==> src/rtl/fifo_defs_pkg.sv <==
// Shared pointer helpers for the dual-clock FIFO (read and write controllers).
// Gray/binary conversion runs at a fixed maximum width; callers cast to their pointer width.
package fifo_defs;

  localparam int unsigned PTR_W_MAX = 32;

  typedef logic [PTR_W_MAX-1:0] ptr_max_t;

  function automatic int unsigned fifo_depth(input int unsigned aw);
    return 32'd1 << aw;
  endfunction

  function automatic int unsigned ptr_width(input int unsigned aw);
    return aw + 32'd1;
  endfunction

  function automatic ptr_max_t bin2gray(input ptr_max_t b);
    return b ^ (b >> 1);
  endfunction

  function automatic ptr_max_t gray2bin(input ptr_max_t g);
    ptr_max_t b;
    b = '0;
    b[PTR_W_MAX-1] = g[PTR_W_MAX-1];
    for (int i = PTR_W_MAX-2; i >= 0; i--) begin
      b[i] = b[i+1] ^ g[i];
    end
    return b;
  endfunction

endpackage

==> src/rtl/fifo_ptr_sync.sv <==
// Multi-flop synchroniser for a Gray-coded pointer crossing into the local clock domain.
module fifo_ptr_sync #(
  parameter int unsigned WIDTH       = 5,
  parameter int unsigned SYNC_STAGES = 2
) (
  input  logic             i_clk,
  input  logic             i_rstn,
  input  logic [WIDTH-1:0] i_d,
  output logic [WIDTH-1:0] o_q
);

  logic [WIDTH-1:0] r_sync [SYNC_STAGES];

  always_ff @(posedge i_clk) begin
    if (!i_rstn) begin
      for (int i = 0; i < int'(SYNC_STAGES); i++) begin
        r_sync[i] <= '0;
      end
    end else begin
      r_sync[0] <= i_d;
      for (int i = 1; i < int'(SYNC_STAGES); i++) begin
        r_sync[i] <= r_sync[i-1];
      end
    end
  end

  assign o_q = r_sync[SYNC_STAGES-1];

endmodule

==> src/rtl/re_control_lvl.sv <==
// Read-side FIFO controller: read pointers, registered empty, fill level,
// programmable almost-empty and sticky underflow, all in the read clock domain.
module re_control_lvl
  import fifo_defs::*;
#(
  parameter int unsigned ADDRWIDTH   = 4,
  parameter int unsigned SYNC_STAGES = 2
) (
  input  logic                 rclk,
  input  logic                 rrstn,
  input  logic                 rpop,
  input  logic [ADDRWIDTH:0]   wptr,
  input  logic [ADDRWIDTH:0]   ae_thresh,
  input  logic                 clr_err,
  output logic [ADDRWIDTH-1:0] raddr,
  output logic [ADDRWIDTH:0]   rptr,
  output logic                 rempty,
  output logic                 ralmost_empty,
  output logic [ADDRWIDTH:0]   rlevel,
  output logic                 runderflow
);

  localparam int unsigned PW = ptr_width(ADDRWIDTH);

  logic [PW-1:0] r_bin;
  logic [PW-1:0] w_wsync;
  logic [PW-1:0] w_wbin;
  logic [PW-1:0] w_bin_n;
  logic [PW-1:0] w_gray_n;
  logic [PW-1:0] w_level_n;
  logic          w_pop_ok;
  logic          w_underflow;

  fifo_ptr_sync #(
    .WIDTH       (PW),
    .SYNC_STAGES (SYNC_STAGES)
  ) u_wptr_sync (
    .i_clk  (rclk),
    .i_rstn (rrstn),
    .i_d    (wptr),
    .o_q    (w_wsync)
  );

  assign w_pop_ok    = rpop & ~rempty;
  assign w_underflow = rpop & rempty;

  assign w_bin_n   = r_bin + {{(PW-1){1'b0}}, w_pop_ok};
  assign w_gray_n  = PW'(bin2gray(ptr_max_t'(w_bin_n)));
  assign w_wbin    = PW'(gray2bin(ptr_max_t'(w_wsync)));
  // Modulo subtraction keeps the level correct across pointer wrap.
  assign w_level_n = w_wbin - w_bin_n;

  always_ff @(posedge rclk) begin
    if (!rrstn) begin
      r_bin         <= '0;
      rptr          <= '0;
      rempty        <= 1'b1;
      ralmost_empty <= 1'b1;
      rlevel        <= '0;
      runderflow    <= 1'b0;
    end else begin
      r_bin         <= w_bin_n;
      rptr          <= w_gray_n;
      rempty        <= (w_gray_n == w_wsync);
      ralmost_empty <= (w_level_n <= ae_thresh);
      rlevel        <= w_level_n;
      // A new underflow wins over a simultaneous clear.
      runderflow    <= w_underflow | (runderflow & ~clr_err);
    end
  end

  assign raddr = r_bin[ADDRWIDTH-1:0];

endmodule

==> config.mk <==
export PLATFORM = sky130hd
export DESIGN_NAME = re_control_lvl
export DESIGN_NICKNAME = d
export VERILOG_FILES = /design/src/rtl/fifo_defs_pkg.sv /design/src/rtl/fifo_ptr_sync.sv /design/src/rtl/re_control_lvl.sv
export SDC_FILE = /design/constraint.sdc
export NUM_CORES = 1
export LEC_CHECK = 0
export ABC_AREA = 1
export ABC_CLOCK_PERIOD_IN_PS = 3000
export CORE_ASPECT_RATIO = 1.75
export CORE_MARGIN = 4
export CORE_UTILIZATION = 43
export DETAILED_ROUTE_END_ITERATION = 10
export PLACE_DENSITY = 0.73
export SETUP_SLACK_MARGIN = 0.02
export SLEW_MARGIN = 20
export SYNTH_ARGS = -nofsm -noshare
export SYNTH_HDL_FRONTEND = slang
export SYNTH_SLANG_ARGS = --single-unit
==> constraint.sdc <==
create_clock -name rclk -period 3 [get_ports rclk]
set_clock_uncertainty 0.2 [all_clocks]
set_input_delay 0.6 -clock rclk [delete_from_list [all_inputs] [get_ports rclk]]
set_output_delay 0.6 -clock rclk [all_outputs]
set_load 0.05 [all_outputs]
==> results of run 1 <==
## cells by family after synthesis
logic type / count (synthesis) / share of synthesized area (%)
xor+xnor: 6 / 5.02
compound gates: 13 / 5.30
buf+inv: 39 / 10.9
fa+ha+maj: 12 / 11.7
simple gates: 88 / 27.0
flops: 27 / 40.1
## final timing paths
kind / start / endpoint / slack (ns) / depth (start not counted)
worst min register to register: u_wptr_sync.r_sync[0][3] / u_wptr_sync.r_sync[0][8] / 0.21 / 2
worst max-delay path: u_wptr_sync.r_sync[0][9] / ralmost_empty / -0.16 / 16
worst min-delay path: u_wptr_sync.r_sync[0][3] / u_wptr_sync.r_sync[0][8] / 0.21 / 2
worst max register to register: u_wptr_sync.r_sync[0][9] / ralmost_empty / -0.16 / 16
## placed cells by master (no fill, tap or decap)
cell type        synthesis  routed
nand2_1                 52      50
inv_1                   37      34
clkdlybuf4s50_1          0      29
buf_4                    0      24
dfxtp_1                 27      23
nand3_1                 14      14
nor2_1                  16      13
a21oi_1                  8       8
ha_1                    11       7
nand2_2                  1       3
xor2_1                   3       3
inv_2                    0       3
ha_4                     0       3
clkbuf_8                 0       3
nand4_1                  2       2
o21ai_1                  1       2
nor2_2                   0       2
dfxtp_2                  0       2
dfxtp_4                  0       2
xor2_4                   0       1
xor2_2                   2       1
o21ai_0                  2       1
xnor2_2                  0       1
nor2_4                   0       1
nand3b_1                 1       1
nor3_1                   1       1
o221ai_2                 0       1
o211ai_1                 1       1
and2_1                   1       1
fa_2                     0       1
ha_2                     0       1
clkbuf_1                 2       1
dlygate4sd2_1            0       1
## through the flow
| stage | cell area, um^2 | power [mW] | setup slack, ns | hold slack, ns | TNS, ns |
|---|---|---|---|---|---|
| after detailed placement | 1860 | 0.765 | -0.659 | 0.199 | -0.772 |
| after floorplan | 1360 | 0.631 | 0.0265 | 0.190 | 0 |
| after global routing | 2010 | 1.06 | -0.341 | 0.223 | -0.341 |
| after CTS | 1980 | 0.993 | -0.163 | 0.213 | -0.163 |
| after global placement | 1860 | 0.760 | -0.618 | 0.195 | -0.724 |
| final | 2010 | 1.00 | -0.160 | 0.210 | -0.160 |
## registers in the layout, summed over array words and instances, names as in the netlist
signal	count
rempty	1
ralmost_empty	1
u_wptr_sync.r_sync	10
r_bin	4
runderflow	1
rptr	5
rlevel	5
## final cells by class
| cell class | instances | area (um^2) |
|---|---|---|
| clock buffers | 4 | 45.0 |
| multi-input cells | 119 | 744 |
| well taps | 42 | 52.6 |
| flip-flops and latches | 27 | 551 |
| repair buffers | 54 | 479 |
| inverters | 37 | 139 |
| fillers | 238 | 950 |
## synth_stat cells
cell and count:
nor3_1 1, o221ai_1 1, o21ai_0 2, nor2_1 16, nand3_1 14, nand4_1 2
clkbuf_1 2, inv_1 37, nand2_2 1, xor2_1 3, and2_1 1, nand3b_1 1
dfxtp_1 27, xor2_2 2, o211ai_1 1, o21ai_1 1, xnor2_1 1, nand2_1 52
a21oi_1 8, fa_1 1, ha_1 11
## worst max-delay path, cell delays in order (launching register included)
cell	delay, ns
dfxtp_4	0.37
xor2_4	0.19
xor2_2	0.24
xor2_1	0.14
nand2_1	0.07
nand2_1	0.05
ha_2	0.18
fa_2	0.35
nor2_2	0.11
nor2_1	0.06
nor2_1	0.16
nor2_2	0.07
xnor2_2	0.18
ha_4	0.29
nand4_1	0.11
buf_4	0.16
o211ai_1	0.14
## power breakdown
group	total, mW	internal (mW)	switching (mW)
logic	0.389	0.172	0.218
clock network	0.207	0.0953	0.112
registers	0.405	0.389	0.0166
total	1.00	0.656	0.346
## repair_timing
| action | in CTS | in global routing |
|---|---|---|
| pin swaps | 18 | 10 |
| gates resized for setup | 16 | 3 |
| endpoints found under the setup margin | 1 | 1 |
| hold endpoints to repair | 0 | 0 |
| buffers inserted | 3 | 1 |
## routing by layer
metal / part of all wire [%] / up-vias / routed length, um / track usage (%)
met2: 54 / 40 / 1660 / 32.5
met5: 0 / - / 0 / 0
li1: - / 677 / - / -
met3: 3.7 / 11 / 113 / 2.36
met4: 3.9 / 0 / 121 / 10.8
met1: 38 / 598 / 1180 / 15.2
==> impl_metrics.py, run 1 <==
metrics = {
    "floorplan": {
        "dieArea_um2": 4130,
        "row_count": 26,
        "coreArea_um2": 2960,
        "chipHeight_um": 82.0,
        "pin_count": 31,
        "initial_utilization_pct": 45.5,
        "die_w_um": 50.3,
    },
    "logic_synthesis": {
        "yosysTopAreaCell": "dfxtp_1",
        "synth_cell_types": 21,
        "synth_seq_cells": 27,
        "seq_area_frac_synth_pct": 40.1,
        "syn-num-nets": 211,
        "netlist_instances": 185,
        "syn_area_um2": 1350,
        "syn_avg_cell_area_um2": 7.28,
        "yosys_warnings": 0,
        "yosys.area.top_type_share_pct": 40.1,
        "synth.area.top_cells": "dfxtp_1 40%, nand2_1 14%, inv_1 10%",
    },
    "clocking": {
        "cts_max_level": 1,
        "clkLatencyLatePin_ns": 0.27,
        "path_clk_slew_ns": 0.09,
        "cts_tree": "built",
        "cts_root_buffer": "clkbuf_8",
        "cts.sinks": 27,
        "hold_buffers": 0,
        "cts_buffers": 3,
        "clockBufferDepth": 2,
    },
    "grt": {
        "grt_pass1_vias": 1342,
        "grt_max_degree": 15,
        "antenna_found_initial": 0,
        "track_usage_pct": 16.5,
        "gr-total-overflow": 0,
        "grt_pass1_wl_mm": 5.20,
    },
    "sta": {
        "timing.final.ws_setup_ns": -0.160,
        "fin_crit_ns": 3.16,
        "slew-limit-headroom_pct": 66.4,
        "slew_viol_final": 0,
        "finalCritPeriodShare_pct": 105,
        "rsz0062_at_grt": "true",
        "tightest_slew_ns": 0.502,
        "hold_viol": 0,
        "setup-violations-final": 1,
        "fmax_mhz": 316,
    },
    "placement": {
        "routabilityCongestion": 0.966,
        "dpl.hpwl_mm": 2.31,
        "io_buffers": 30,
        "post-place-cells": 275,
    },
    "worst_setup_path": {
        "arrival_ns": 3.16,
        "worstPathMaxFanout": 3,
        "required_ns": 3.00,
        "startpoint_type": "flop",
        "endpoint_kind": "flop",
        "critPathKind": "reg2reg",
    },
    "route": {
        "routed_wirelength_mm": 3.08,
        "drt-wirelength-per-cell_um": 10.9,
        "dr.pass1.iters": 4,
        "vias": 1326,
        "via_per_inst": 4.69,
        "ant_nets": 0,
        "drt_iter0_markers": 52,
        "route.detailed.drc": 0,
    },
    "outcome": {
        "violations": "negative setup slack",
        "status": "finished with violations",
    },
    "pwr": {
        "leakagePower_nw": 1.00,
        "powerDensity_nw_per_um2": 498,
        "vdd_drop_max_mv": 0.415,
    },
    "cells_and_area": {
        "stdcell_count": 283,
        "insertedDiodeCount": 0,
        "drive_gt1_share_pct": 20.3,
        "layout.nets": 268,
        "syn2layout_area_growth_pct": 49.3,
        "final_util_pct": 67.9,
    },
    "worst_hold_path": {
        "hp-class": "reg2reg",
    },
    "job": {
        "maxCapViolations": 0,
    },
}
Power figures use the tool's default switching activity.
==> run 2: changes to the inputs <==
Settings changed: CAP_MARGIN set to 25, SLEW_MARGIN 20 to not set.
==> results of run 2 <==
No change in the layout: final DEF, timing and power equal those of run 1.
